<file path="src/rtl/regfile_2w2r_sb.sv">
// regfile_2w2r_sb
// ---------------------------------------------------------------------------
// Register file with two combinational read ports and two write ports, plus
// a per-register pending scoreboard for RAW-hazard stall generation.
//
// Write ports:
//   WB0 (ALU writeback) has priority over WB1 (load writeback). When both
//   write the same address in one cycle, the WB0 data is stored.
//
// Scoreboard:
//   A bit is set at issue (sb_set_in) and cleared by a write to that
//   register. If a set and a clear hit the same register, the set wins.
//   pending_cnt is a registered population count of the pending bits.
//
// Configuration macro: REGFILE_BYPASS_EN
//   defined   - reads see same-cycle write data (WB0 before WB1), and busy
//               is masked by a same-cycle write to the read address.
//   undefined - reads return the stored value only, and busy follows the
//               stored pending bit.
//
// Parameters:
//   DATA_W   register data width
//   ADDR_W   register address width (depth = 2**ADDR_W)
//   ZERO_REG 1 = register 0 reads as zero, ignores writes and sb sets
//
// Ports:
//   clk, reset                        rising-edge clock, async active-high reset
//   read_addrA/B, readdata_outA/B     combinational read ports
//   we0_in, write_reg0, write_data0   WB0 write port
//   we1_in, write_reg1, write_data1   WB1 write port
//   sb_set_in, sb_set_reg             mark a register pending
//   busyA, busyB                      read address pending and unresolved
//   pending_cnt                       number of pending registers
// ---------------------------------------------------------------------------
module regfile_2w2r_sb #(
    parameter int DATA_W   = 32,
    parameter int ADDR_W   = 5,
    parameter int ZERO_REG = 1
) (
    input  logic              clk,
    input  logic              reset,
    input  logic [ADDR_W-1:0] read_addrA,
    input  logic [ADDR_W-1:0] read_addrB,
    output logic [DATA_W-1:0] readdata_outA,
    output logic [DATA_W-1:0] readdata_outB,
    input  logic              we0_in,
    input  logic [ADDR_W-1:0] write_reg0,
    input  logic [DATA_W-1:0] write_data0,
    input  logic              we1_in,
    input  logic [ADDR_W-1:0] write_reg1,
    input  logic [DATA_W-1:0] write_data1,
    input  logic              sb_set_in,
    input  logic [ADDR_W-1:0] sb_set_reg,
    output logic              busyA,
    output logic              busyB,
    output logic [ADDR_W:0]   pending_cnt
);

    localparam int DEPTH   = 2 ** ADDR_W;
    localparam bit ZERO_HW = (ZERO_REG != 0);

    logic [DATA_W-1:0] regs [DEPTH];
    logic [DEPTH-1:0]  pending;
    logic [DEPTH-1:0]  pending_nxt;
    logic [ADDR_W:0]   cnt_nxt;

    // Write qualifiers after zero-register filtering.
    logic wr0_ok;
    logic wr1_ok;
    logic wr1_store;
    logic set_ok;

    always_comb begin
        wr0_ok    = we0_in && !(ZERO_HW && (write_reg0 == '0));
        wr1_ok    = we1_in && !(ZERO_HW && (write_reg1 == '0));
        // WB1 is dropped from the array when WB0 targets the same register;
        // it still counts as a writeback for scoreboard clearing.
        wr1_store = wr1_ok && !(wr0_ok && (write_reg1 == write_reg0));
        set_ok    = sb_set_in && !(ZERO_HW && (sb_set_reg == '0));
    end

    // ------------------------------------------------------------------
    // Register array
    // ------------------------------------------------------------------
    always_ff @(posedge clk or posedge reset) begin
        if (reset) begin
            for (int unsigned i = 0; i < DEPTH; i++) begin
                regs[i] <= '0;
            end
        end else begin
            if (wr0_ok) begin
                regs[write_reg0] <= write_data0;
            end
            if (wr1_store) begin
                regs[write_reg1] <= write_data1;
            end
        end
    end

    // ------------------------------------------------------------------
    // Scoreboard next state and population count
    // ------------------------------------------------------------------
    always_comb begin
        pending_nxt = pending;
        // Clears first so that a same-cycle set overrides them.
        if (wr0_ok) begin
            pending_nxt[write_reg0] = 1'b0;
        end
        if (wr1_ok) begin
            pending_nxt[write_reg1] = 1'b0;
        end
        if (set_ok) begin
            pending_nxt[sb_set_reg] = 1'b1;
        end

        cnt_nxt = '0;
        for (int unsigned i = 0; i < DEPTH; i++) begin
            cnt_nxt = cnt_nxt + (ADDR_W+1)'(pending_nxt[i]);
        end
    end

    always_ff @(posedge clk or posedge reset) begin
        if (reset) begin
            pending     <= '0;
            pending_cnt <= '0;
        end else begin
            pending     <= pending_nxt;
            pending_cnt <= cnt_nxt;
        end
    end

    // ------------------------------------------------------------------
    // Read ports
    // ------------------------------------------------------------------
    logic zero_a;
    logic zero_b;
    logic hit0_a;
    logic hit1_a;
    logic hit0_b;
    logic hit1_b;

    always_comb begin
        zero_a = ZERO_HW && (read_addrA == '0);
        zero_b = ZERO_HW && (read_addrB == '0);
        hit0_a = wr0_ok && (write_reg0 == read_addrA);
        hit1_a = wr1_ok && (write_reg1 == read_addrA);
        hit0_b = wr0_ok && (write_reg0 == read_addrB);
        hit1_b = wr1_ok && (write_reg1 == read_addrB);
    end

`ifdef REGFILE_BYPASS_EN
    always_comb begin
        readdata_outA = regs[read_addrA];
        if (zero_a) begin
            readdata_outA = '0;
        end else if (hit0_a) begin
            readdata_outA = write_data0;
        end else if (hit1_a) begin
            readdata_outA = write_data1;
        end
        busyA = !zero_a && pending[read_addrA] && !(hit0_a || hit1_a);
    end

    always_comb begin
        readdata_outB = regs[read_addrB];
        if (zero_b) begin
            readdata_outB = '0;
        end else if (hit0_b) begin
            readdata_outB = write_data0;
        end else if (hit1_b) begin
            readdata_outB = write_data1;
        end
        busyB = !zero_b && pending[read_addrB] && !(hit0_b || hit1_b);
    end
`else
    // Without bypass the same-cycle write hits are not used by the read path.
    logic unused_hits;
    assign unused_hits = hit0_a ^ hit1_a ^ hit0_b ^ hit1_b;

    always_comb begin
        readdata_outA = zero_a ? '0 : regs[read_addrA];
        busyA         = !zero_a && pending[read_addrA];
    end

    always_comb begin
        readdata_outB = zero_b ? '0 : regs[read_addrB];
        busyB         = !zero_b && pending[read_addrB];
    end
`endif

endmodule
</file>
<file path="config.mk">
export PLATFORM = sky130hd
export DESIGN_NAME = regfile_2w2r_sb
export DESIGN_NICKNAME = d
export VERILOG_FILES = /design/src/rtl/regfile_2w2r_sb.sv
export SDC_FILE = /design/constraint.sdc
export NUM_CORES = 2
export LEC_CHECK = 0
export CAP_MARGIN = 20
export CORE_MARGIN = 2
export CORE_UTILIZATION = 55
export CTS_CLUSTER_DIAMETER = 200
export CTS_CLUSTER_SIZE = 8
export DETAILED_ROUTE_END_ITERATION = 10
export PLACE_DENSITY = 0.82
export REMOVE_ABC_BUFFERS = 1
export SYNTH_ARGS = -nofsm -noshare
export SYNTH_HDL_FRONTEND = slang
export SYNTH_SLANG_ARGS = --single-unit
export TNS_END_PERCENT = 10
</file>
<file path="constraint.sdc">
create_clock -name clk -period 39 [get_ports clk]
set_input_delay 5.85 -clock clk [delete_from_list [all_inputs] [get_ports clk]]
set_output_delay 5.85 -clock clk [all_outputs]
set_load 0.01 [all_outputs]
</file>
==> results.txt <==
top cells by area, synth - dfrtp_1 37%, mux2_2 20%, mux4_2 12%
WL per Instance - 37.7 um
post-route insts no fill - 6802
first-pass detailed-route iteration total - 6
Place WS - 22.90 ns
TritonCTS Sinks - 1062
R2R setup slack - 33.94 ns
outcome - finished, final reports clean
ys flop type - dfrtp_1
most frequent cells in the layout - 1312 x mux2_2, 1062 x dfrtp_1, 450 x mux2_4, 382 x mux4_2, 322 x mux2i_1
Critical Path, Cell by Cell - clkdlybuf4s50_1, nor2b_4, buf_4, a22o_1, a211oi_1, nor3_1, clkdlybuf4s50_1
vias in the first global route - 52500
first-pass GRT wire length - 368000 um
CP max-delay cell - buf_4
WP data arrival - 10.30 ns
synthesized area per cell - 13.9 sq um
first-iteration detailed-routing DRC count - 7511
Core ar. - 131000 sq um
Routed WL - 256000 um
Clk Latency, worst-skew pair - 0.75 ns
Async S/R FF share, synth - 100%
reg-to-reg critical path startpoint - pending[23]$_DFF_PP0_
RSZ-0062 raised after global routing - false
Max stage delay on crit path - 0.97 ns
pin count of the biggest net entering global routing - 166
Max Clock Skew - 0.00309 ns
Worst path depth - 7
Seq/Total Area, Yosys - 36.7%
CP endpoint kind - primary output
GRT overflow - 0
Warnings, synthesis - 0
CTS hold repair buffers - 0
initial core utilization - 55.2%
Hold Path End - regs[1017]$_DFF_PP0_
Worst VDD drop - 0.0000923 V
worst reg2reg endpoint - pending_cnt[4]$_DFF_PP0_
max-cap check violation count - 0
Cells after Synth - 5215
CP Class - in -> out
die width - 367 um
Critical Path RT - 33.15 ns
CTS resizes - 0
CTS tree - built
Remaining DRCs - 0
# rows - 133
top cell type's share of synthesized area - 36.7%
routed vias - 51500
share of cells above drive strength 1 - 50.8%
Max-slew headroom - 13.7%
dpl cells - 6607
worst reg-to-reg path cell count - 17
Worst path most repeated cell - clkdlybuf4s50_1
Max Fanout on Critical Path - 47
I/O pin cnt - 166
Synth Cell Area - 72400 sq um
setup TNS - 0 ns
Tot GR Track Use - 37.3%
PnR worst setup slack - 22.85 ns
worst path bufs/invs - 3
Final ANT Viol Nets - 0
die height - 367 um
initial antenna violation count - 14
clock-pin slew on the worst setup and hold paths - 0.05 ns
flops & latches, synth - 1062
Synth cell types - 67
CTS Buf Count - 150
worst slew pin tran - 1.29 ns
worst-case clock buffer depth - 3
leakage power - 0.0342 uW
area growth from synthesis to layout - 8.41%
largest area contributor in the netlist - dfrtp_1
final setup violation count - 0
DR vias/cell - 7.58
Final period util - 41.4%
min cycle time layout - 16.15 ns
Max Clk Rate - 61.9 MHz
nets - 5152
CP Launch Type - input pin
global placer's final weighted congestion - 0.909
number of flops mapped to enable cells by yosys - 0
PortBufs - 165
cell family with most CP delay - buffers and inverters
Die ar. - 135000 sq um
Slew Viols, Final - 0
hold_sp - regs[1017]$_DFF_PP0_
postcts setup bufs - 0
Worst Hold Class - reg -> reg
Worst Hold Path Cells - 0
Hold Violations, Final - 0
DP HPWL - 132000 um
Root Buffer - clkbuf_16
# H-tree levels - 4
most common cell after layout, fill and taps aside - mux2_2
Pwr Density - 55.2 nW/um^2
-- sequential cells by signal (all words and copies together) (netlist names) --
name         flops
pending_cnt      6
pending         32
regs          1024
-- synthesized netlist by cell type (6+ instances only) --
cell type  number
a32o_1         13
nand3b_1        7
a31oi_1        15
nor2_1         17
mux2i_1       322
a2111oi_0      32
and2_1          6
mux2_2       1312
fa_1           24
nand2_1        43
a21boi_0        6
mux2_4        450
dfrtp_1      1062
o221ai_1       32
mux2_1        240
nor3_1         50
a211oi_1       65
clkbuf_1      371
o22ai_1        47
a22o_1         76
mux4_2        382
nor2b_1        46
nor4_1         19
buf_2         105
buf_1          22
ha_1            7
a21oi_1        48
buf_6         101
xnor2_1         7
inv_1          31
a22oi_1       102
buf_4          51
o211ai_4       30
-- cell families (layout without fill, tap and decap cells) --
logic type      Yosys count  in the layout  share of synthesized area (%)
mux                    2706           2706                           49.8
simple gates            238            238                           1.96
xor+xnor                  8              8                         0.0967
other cells               0              9                              0
flops                  1062           1062                           36.7
compound gates          485            485                           5.63
buf+inv                 685            508                           5.05
fa+ha+maj                31             31                          0.784
-- how the worst max path moves through the flow --
stage / startpoint / to / slack (ns)
floorplan: reset / pending[0]$_DFF_PP0_ / 3.26
global route: read_addrB[0] / readdata_outB[31] / 22.72
CTS: read_addrA[1] / readdata_outA[18] / 22.89
detailed placement: read_addrA[1] / readdata_outA[18] / 22.90
global placement: read_addrA[1] / readdata_outA[2] / 22.94
finish: read_addrB[3] / readdata_outB[26] / 22.85
-- per-layer routing --
metal  global-route usage (%)  vias up  share of wire, %
met5                    0.142        -             0.043
met4                     29.3       14               9.0
met3                     11.5     1295                13
met1                     46.7    26400                35
met2                     53.9     4301                43
li1                         -    19500                 -
-- report_power, final --
part	switching [uW]	internal, uW
combinational	585	912
sequential	249	1400
clock	491	690
total	1330	3010
-- per-stage QoR --
step	hold WS [ns]	cell area [sq um]	total power, uW	util, %
finish	0.401	78500	4330	59.9
detailed placement	0.387	74000	3120	56.4
floorplan	0.365	68900	2710	-
global placement	0.381	73900	3020	56.4
CTS	0.399	78000	4300	59.5
global route	0.406	78500	4500	59.9
-- cell type report --
type,count,area (sq um)
clock buffers,154,3840
repair buffers,314,3220
well taps,1755,2200
multi-input cells,3468,42400
fillers,9764,52600
flip-flops and latches,1062,26600
diodes,9,22.5
inverters,31,124
clock inverters,9,116
Power figures use the tool's default switching activity.
